===== config.mk =====
export PLATFORM = sky130hd
export DESIGN_NAME = tiny_cpu_control
export DESIGN_NICKNAME = d
export VERILOG_FILES = /design/src/rtl/tiny_cpu_control.sv
export SDC_FILE = /design/constraint.sdc
export NUM_CORES = 1
export LEC_CHECK = 0
export ABC_AREA = 1
export BUFFER_PORTS_ARGS = -buffer_cell sky130_fd_sc_hd__buf_2
export CORE_ASPECT_RATIO = 1.5
export CORE_MARGIN = 2
export CORE_UTILIZATION = 35
export DETAILED_ROUTE_END_ITERATION = 7
export SLEW_MARGIN = 20
export SYNTH_ARGS = -nofsm -noshare
export SYNTH_HDL_FRONTEND = slang
export SYNTH_SLANG_ARGS = --single-unit
export TNS_END_PERCENT = 100

===== constraint.sdc =====
create_clock -name clk -period 3 [get_ports clk]
set_input_delay 0.3 -clock clk [delete_from_list [all_inputs] [get_ports clk]]
set_output_delay 0.3 -clock clk [all_outputs]
set_load 0.05 [all_outputs]

===== src/rtl/tiny_cpu_control.sv =====
// rtl/tiny_cpu_control.sv - hardwired multi-cycle control unit for the TinyCPU datapath
module tiny_cpu_control #(
  parameter int                 BITS     = 16,
  parameter int                 PC_BITS  = 16,
  parameter logic [PC_BITS-1:0] RESET_PC = '0
) (
  input  logic               clk,
  input  logic               rst_n,
  output logic [PC_BITS-1:0] imem_addr,
  output logic               imem_req,
  input  logic               imem_ack,
  input  logic [15:0]        imem_data,
  output logic               dmem_req,
  output logic               dmem_we,
  input  logic               dmem_ack,
  output logic               LoadEnable,
  output logic [1:0]         ASelect,
  output logic [1:0]         BSelect,
  output logic [1:0]         DestinationSelect,
  output logic [BITS-1:0]    ConstantIn,
  output logic               MBSelect,
  output logic               MDSelect,
  output logic               MFSelect,
  output logic [3:0]         GSelect,
  output logic [1:0]         HSelect,
  input  logic               statC,
  input  logic               statV,
  input  logic               statN,
  input  logic               statZ,
  output logic               halted
);

  typedef enum logic [1:0] {S_FETCH, S_EXEC, S_MEM, S_HALT} state_t;

  localparam logic [3:0] OP_ADD  = 4'h1;
  localparam logic [3:0] OP_SUB  = 4'h2;
  localparam logic [3:0] OP_AND  = 4'h3;
  localparam logic [3:0] OP_OR   = 4'h4;
  localparam logic [3:0] OP_XOR  = 4'h5;
  localparam logic [3:0] OP_NOT  = 4'h6;
  localparam logic [3:0] OP_SHL  = 4'h7;
  localparam logic [3:0] OP_SHR  = 4'h8;
  localparam logic [3:0] OP_LDI  = 4'h9;
  localparam logic [3:0] OP_ADDI = 4'hA;
  localparam logic [3:0] OP_LD   = 4'hB;
  localparam logic [3:0] OP_ST   = 4'hC;
  localparam logic [3:0] OP_BZ   = 4'hD;
  localparam logic [3:0] OP_BN   = 4'hE;
  localparam logic [3:0] OP_HLT  = 4'hF;

  state_t             state_q, state_d;
  logic [PC_BITS-1:0] pc_q, pc_d;
  logic [15:0]        ir_q, ir_d;
  logic [3:0]         flags_q, flags_d;   // {C, V, N, Z}

  // Registered control word; each is the decode of the state/IR being entered.
  logic       imem_req_q, imem_req_d;
  logic       dmem_req_q, dmem_req_d;
  logic       dmem_we_q, dmem_we_d;
  logic       load_enable_q, load_enable_d;
  logic       halted_q, halted_d;
  logic       mb_q, mb_d;
  logic       md_q, md_d;
  logic       mf_q, mf_d;
  logic [3:0] g_q, g_d;
  logic [1:0] h_q, h_d;

  logic [3:0]         op_q, op_d;
  logic [PC_BITS-1:0] branch_off;

  assign op_q       = ir_q[15:12];
  assign op_d       = ir_d[15:12];
  assign branch_off = {{(PC_BITS-6){ir_q[5]}}, ir_q[5:0]};

  // Sequencing: fetch handshake, execute side effects, memory wait, halt.
  always_comb begin
    state_d = state_q;
    pc_d    = pc_q;
    ir_d    = ir_q;
    flags_d = flags_q;
    case (state_q)
      S_FETCH: begin
        // imem_req_q is low for the first cycle out of reset, so a stray ack there is ignored
        if (imem_req_q && imem_ack) begin
          ir_d    = imem_data;
          pc_d    = pc_q + PC_BITS'(1);
          state_d = S_EXEC;
        end
      end
      S_EXEC: begin
        if (op_q >= OP_ADD && op_q <= OP_ADDI && op_q != OP_LDI)
          flags_d = {statC, statV, statN, statZ};
        // pc_q already points past the branch, so the offset is relative to the next instruction
        if ((op_q == OP_BZ && flags_q[0]) || (op_q == OP_BN && flags_q[1]))
          pc_d = pc_q + branch_off;
        if (op_q == OP_LD || op_q == OP_ST) state_d = S_MEM;
        else if (op_q == OP_HLT)            state_d = S_HALT;
        else                                state_d = S_FETCH;
      end
      S_MEM: begin
        if (dmem_ack) state_d = S_FETCH;
      end
      default: state_d = S_HALT;
    endcase
  end

  // Control word decode for the upcoming cycle.
  always_comb begin
    imem_req_d    = (state_d == S_FETCH);
    dmem_req_d    = (state_d == S_MEM);
    dmem_we_d     = (state_d == S_MEM) && (op_d == OP_ST);
    load_enable_d = (state_d == S_EXEC) && (op_d >= OP_ADD) && (op_d <= OP_ADDI);
    halted_d      = (state_d == S_HALT);
    mb_d = 1'b0;
    md_d = 1'b0;
    mf_d = 1'b0;
    g_d  = 4'b0000;
    h_d  = 2'b00;
    case (op_d)
      OP_ADD:  g_d = 4'b0010;
      OP_SUB:  g_d = 4'b0101;
      OP_AND:  g_d = 4'b1000;
      OP_OR:   g_d = 4'b1010;
      OP_XOR:  g_d = 4'b1100;
      OP_NOT:  g_d = 4'b1110;
      OP_SHL:  begin mf_d = 1'b1; h_d = 2'b10; end
      OP_SHR:  begin mf_d = 1'b1; h_d = 2'b01; end
      OP_LDI:  begin mb_d = 1'b1; mf_d = 1'b1; h_d = 2'b00; end
      OP_ADDI: begin mb_d = 1'b1; g_d = 4'b0010; end
      OP_LD:   md_d = 1'b1;
      default: ;
    endcase
  end

  // State, architectural registers and control word flops with synchronous reset.
  always_ff @(posedge clk) begin
    if (!rst_n) begin
      state_q       <= S_FETCH;
      pc_q          <= RESET_PC;
      ir_q          <= '0;
      flags_q       <= '0;
      imem_req_q    <= 1'b0;
      dmem_req_q    <= 1'b0;
      dmem_we_q     <= 1'b0;
      load_enable_q <= 1'b0;
      halted_q      <= 1'b0;
      mb_q          <= 1'b0;
      md_q          <= 1'b0;
      mf_q          <= 1'b0;
      g_q           <= '0;
      h_q           <= '0;
    end else begin
      state_q       <= state_d;
      pc_q          <= pc_d;
      ir_q          <= ir_d;
      flags_q       <= flags_d;
      imem_req_q    <= imem_req_d;
      dmem_req_q    <= dmem_req_d;
      dmem_we_q     <= dmem_we_d;
      load_enable_q <= load_enable_d;
      halted_q      <= halted_d;
      mb_q          <= mb_d;
      md_q          <= md_d;
      mf_q          <= mf_d;
      g_q           <= g_d;
      h_q           <= h_d;
    end
  end

  assign imem_addr         = pc_q;
  assign imem_req          = imem_req_q;
  assign dmem_req          = dmem_req_q;
  assign dmem_we           = dmem_we_q;
  // Load data is only valid in the ack cycle, so the LD write strobe follows dmem_ack directly.
  assign LoadEnable        = load_enable_q | ((state_q == S_MEM) && (op_q == OP_LD) && dmem_ack);
  assign ASelect           = ir_q[9:8];
  assign BSelect           = ir_q[7:6];
  assign DestinationSelect = ir_q[11:10];
  assign ConstantIn        = {{(BITS-6){1'b0}}, ir_q[5:0]};
  assign MBSelect          = mb_q;
  assign MDSelect          = md_q;
  assign MFSelect          = mf_q;
  assign GSelect           = g_q;
  assign HSelect           = h_q;
  assign halted            = halted_q;

endmodule


# Yosys cells after proc, flatten, opt, wreduce, memory -nomap -nowiden
# Cells that the tools add are included.
[classes]
bitwise = 1
order_cmp = 4
addsub = 2
mux = 15
eq_ne = 25
n_reduce_logical = 21
[ops]
columns = ["op", "count"]
rows = [
  ["$mux W16", 4],
  ["$eq A4 B4 Y1 const B", 10],
  ["$pmux W16 S2", 1],
  ["$pmux W4 S6", 1],
  ["$add A16 B1 Y16 const B", 1],
  ["$add A16 B16 Y16", 1],
  ["$eq A4 B3 Y1 const B", 4],
  ["$logic_and A1 B1 Y1", 10],
  ["$eq A4 B2 Y1 const B", 2],
  ["$ge A4 B1 Y1 const B", 2],
  ["$le A4 B4 Y1 const B", 2],
  ["$mux W2", 4],
  ["$eq A2 B2 Y1 const B", 3],
  ["$pmux W2 S3", 1],
  ["$eq A2 B1 Y1 const B", 2],
  ["$eq A4 B1 Y1 const B", 1],
  ["$logic_not A2 Y1", 2],
  ["$ne A2 B2 Y1 const B", 2],
  ["$ne A4 B4 Y1 const B", 1],
  ["$pmux W2 S2", 1],
  ["$reduce_and A2 Y1", 2],
  ["$reduce_or A2 Y1", 2],
  ["$mux W1", 3],
  ["$reduce_and A3 Y1", 1],
  ["4 further kinds", 5],
]
[totals]
input_bits = 24
regBits = 50

# Depth between registers and ports, before layout
[depth]
word_depth = 7
ltp_mapped = 17
depth_no_buf = 17

# Worst setup path before layout
# No wires, ideal clock.
[synth_path]
path_kind = "register -> register"
start = "register state_q[1]"
end = "register pc_q[12] (netlist: imem_addr[12])"
t_required_ns = 2.891
path_stages_with_launch = 18
setup_time_ns = 0.109
period_less_slack_ns = 2.358
arrival_time_ns = 2.249
path_buffers = 0
setup_slack_ns = 0.642
cell_sequence = "dfxtp_1 inv_2 nand2_1 or2_2 ha_1 fa_1 nand3_1 nand2_1 nand2_1 nand3_1 nand2_1 o21ai_1 nand2_1 nand2_1 nand2_1 nand3_1 nand2_1 inv_1"
[synth_between]
elab_chain_len = 3
word_cells_on_any_way = 7
[synth_rtl]
columns = ["item", "line_no", "text"]
rows = [
  ["from (decl)", "51", "state_t state_q, state_d;"],
  ["from (signal assigned)", "153", "state_q <= state_d;"],
  ["$eq A2 B1 Y1 / $logic_not A2 Y1 (equally long branches)", "81", "case (state_q)"],
  ["$ne A2 B2 Y1 (no source line) / $reduce_bool A2 Y1 (equally long branches)", "--", ""],
  ["$reduce_and A3 Y1 (no source line)", "--", ""],
  ["to (signal assigned)", "154", "pc_q <= pc_d;"],
  ["to (decl)", "52", "logic [PC_BITS-1:0] pc_q, pc_d;"],
]
# Parallel ways exist; a longest one is shown, timed or not.
# A chain may end at the register's enable or synchronous reset.

# Worst setup path in the final report
# Ends and elaborated chain as after synthesis.

==> impl_metrics.toml <==
[routing]
routed-via-count = 2704
wirelength_mm = 7.36
viasPerCell = 4.74
drt-pass1-iter-count = 4
wire_per_inst_um = 12.9
route.detailed.drc = 0
drtAntennaViolNets = 0
drt_first_iter_violations = 84

[floorplanning]
die_w_um = 79.3
num_io_pins = 76
num_rows = 41
die_area_sq_um = 9270
core_sq_um = 8360
initial_core_util_pct = 35.6
die_h_um = 117

[setup_path]
path_cells = "inv_2 > nand2_1 > or2_2 > ha_1 > fa_1 > nand3_1 > nand2_1 > nand2_1 > nand3_1 > nand2_1 > o21ai_1 > nand2_1 > nand2_1 > nand2_1 > nand3_1 > nand2_1 > inv_1"
cp_slowest_stage_delay_ns = 0.41
timing.rr.start = "state_q[1]"
worstSetupEndpointType = "register"
path_common_cell = "nand2_1"
cp-start-kind = "register"
cp.required_ns = 3.20
timing_worst_setup_path_type = "register to register"
cp_max_fo = 6
critical_path_buf_inv_count = 2
crit_start = "state_q[1]"
crit_family = "simple AND/OR/NAND/NOR gates"
crit_slowest_cell = "fa_1"
worst-endpoint-arrival_ns = 2.77

[clock_network]
cts_hold_buf = 0
postCtsSetupBuffers = 0
cts.sinks = 50
cts_buffers = 5
cts_max_level = 2
cts_buffer_depth = 2
cts.repair.resized = 0
cts_tree = "done"
clk-insertion-delay-late_ns = 0.30
path_clk_slew_ns = 0.07
root_buffer = "clkbuf_16"

[synth]
synth_cells = 413
synth_area_sq_um = 2980
synth-edff-count = 0
synth.yosys.seq_area_share_pct = 33.6
yosys_warnings = 0
synth-async-reset-ratio_pct = 0
postSynthAreaPerCell_sq_um = 7.21
ys_dominant_reg_cell = "dfxtp_1"
synth.largest_area_cell = "dfxtp_1"
yosysUniqueCellTypes = 45
yosysTopAreaCellShare_pct = 33.6
synth_area_leaders = "dfxtp_1 34%, nand2_1 8.3%, nor2_1 7.6%"
synth-seq-cells = 50

[finish]
layout-drive-gt1-share_pct = 25.0
fin_area_sq_um = 3400
nets = 493
antenna-diode-count = 0
seqCellArea_sq_um = 1000
fill_cells = 908
multi_input_area_sq_um = 1560
area_growth_pct = 14.2

[power]
p_clk_share_pct = 34.1
p_sw_w = 0.000602
p_sw_share_pct = 34.6
intPower_w = 0.00114
ir_drop_uv = 218
p_per_area_nw_per_um2 = 511
p_leak_nw = 1.71
pwr-share-comb_pct = 23.6
pwr-share-seq_pct = 42.4

[placed_design]
dp_hpwl_mm = 5.60
placed_area_sq_um = 3250
gp_congestion = 0.909
io_buffers = 63
place_ws_ns = 0.432

[global_route]
grt_pass1_wl_mm = 11.6
grt-ovfl-total = 0
grt_pass1_vias = 2492
grt_usage_pct = 16.2
antenna_found_initial = 0
grt_max_degree = 32

[min_path]
hold_path.class = "input pin to register"
hold_start = "statN"

[timing]
skew_ns = 0.00666
finalHoldViolCount = 0
slew_violations = 0
min_period_ns = 2.56
fin_setup_tns_ns = 0
tightest_slew_ns = 0.507
setup_viol = 0
slew_headroom_pct = 65.8
rsz0062_at_grt = "no"
period_share_pct = 85.5
setup_slack_ns = 0.435
fmax_mhz = 390

[outcome]
status = "finished clean"

[job]
drv_cap = 0
==> layer usage <==
metal	up-vias	wire length, um	global-route usage [%]	part of all wire (%)
li1	1401	-	-	-
met1	1244	2930	17.3	40
met3	11	234	2.76	3.2
met4	0	138	7.01	1.9
met2	48	4050	30.8	55
met5	-	0	0	0
==> cell type report <==
| class | count | share of cell area, % |
|---|---|---|
| clock buffers | 6 | 4.08 |
| clock inverters | 2 | 0.368 |
| inverters | 55 | 6.29 |
| multi-input cells | 284 | 45.7 |
| flip-flops and latches | 50 | 29.4 |
| well taps | 107 | 3.94 |
| repair buffers | 67 | 10.2 |
==> synth_stat cells, types with 2 or more instances <==
library cell,n
nor3_1,5
nand2_1,66
inv_2,4
dfxtp_1,50
nand4_1,4
buf_2,2
inv_1,48
a21oi_2,2
nor2_1,60
nor2_4,4
clkbuf_1,5
ha_1,5
nor3_2,2
nand3_1,19
xnor2_1,4
o21ai_0,33
nand2_2,6
nand3_4,2
o41ai_1,2
a21oi_1,18
o21ai_1,2
o21ai_2,3
buf_4,24
nor2_2,4
nand2_4,6
xor2_1,4
a41oi_1,5
inv_4,3
o21bai_1,5
==> logic make-up (layout without fill, tap and decap cells) <==
group / count (synthesis) / after routing / synth area share, %
buf+inv: 88 / 130 / 15.3
other cells: 1 / 10 / 0.126
simple gates: 183 / 183 / 29.9
xor+xnor: 8 / 8 / 2.35
fa+ha+maj: 6 / 6 / 2.77
compound gates: 77 / 77 / 16.0
flops: 50 / 50 / 33.6
==> layout by cell type, fill, tap and decap left out, types with 2 or more instances in the layout <==
cell,count
nand2_1,66
buf_2,63
nor2_1,60
dfxtp_1,50
inv_1,48
o21ai_0,33
nand3_1,19
a21oi_1,18
conb_1,10
nand2_4,6
nand2_2,6
a41oi_1,5
nor3_1,5
o21bai_1,5
ha_1,5
clkbuf_16,5
inv_2,4
nor2_4,4
nand4_1,4
xor2_1,4
nor2_2,4
xnor2_1,4
buf_4,4
inv_4,3
o21ai_2,3
nand3_4,2
a21oi_2,2
o21ai_1,2
o41ai_1,2
nor3_2,2
==> sequential cells by signal (all words and copies together), names as in the netlist <==
signal         cells
dmem_we            1
load_enable_q      1
MBSelect           1
flags_q            2
imem_addr         16
MFSelect           1
state_q            2
MDSelect           1
imem_req           1
ir_q              16
HSelect            2
halted             1
dmem_req           1
GSelect            4
==> power by group through the flow <==
| stage | sequential (W) | combinational, W | clock (W) |
|---|---|---|---|
| after floorplan | 0.000820 | 0.000278 | 0 |
| after global placement | 0.000751 | 0.000408 | 0 |
| after detailed placement | 0.000752 | 0.000412 | 0 |
| after CTS | 0.000737 | 0.000413 | 0.000609 |
| after global routing | 0.000742 | 0.000447 | 0.000641 |
| final | 0.000736 | 0.000410 | 0.000593 |
==> worst min-delay path, cell delays in order <==
cell and delay (ns):
buf_2 0.08, nor2_1 0.03, nor2_1 0.08
==> per-stage QoR <==
stage | utilization (%) | std cells | hold slack (ns) | power (W)
4_1_cts | 40.7 | 571 | 0.241 | 0.00176
3_5_place_dp | 38.9 | 563 | 0.466 | 0.00116
6_report | 40.7 | 571 | 0.240 | 0.00174
2_1_floorplan | - | 422 | 0.435 | 0.00110
5_1_grt | 40.7 | 571 | 0.254 | 0.00183
3_3_place_gp | 38.9 | 563 | 0.457 | 0.00116
==> path summary, 6_finish.rpt <==
| check | end | slack [ns] | cells past startpoint |
|---|---|---|---|
| max | imem_addr[12] | 0.44 | 17 |
| min | flags_q[1] | 0.24 | 3 |
| max reg2reg | imem_addr[12] | 0.44 | 17 |
| min reg2reg | ir_q[10] | 0.48 | 2 |
Power figures use the tool's default switching activity.
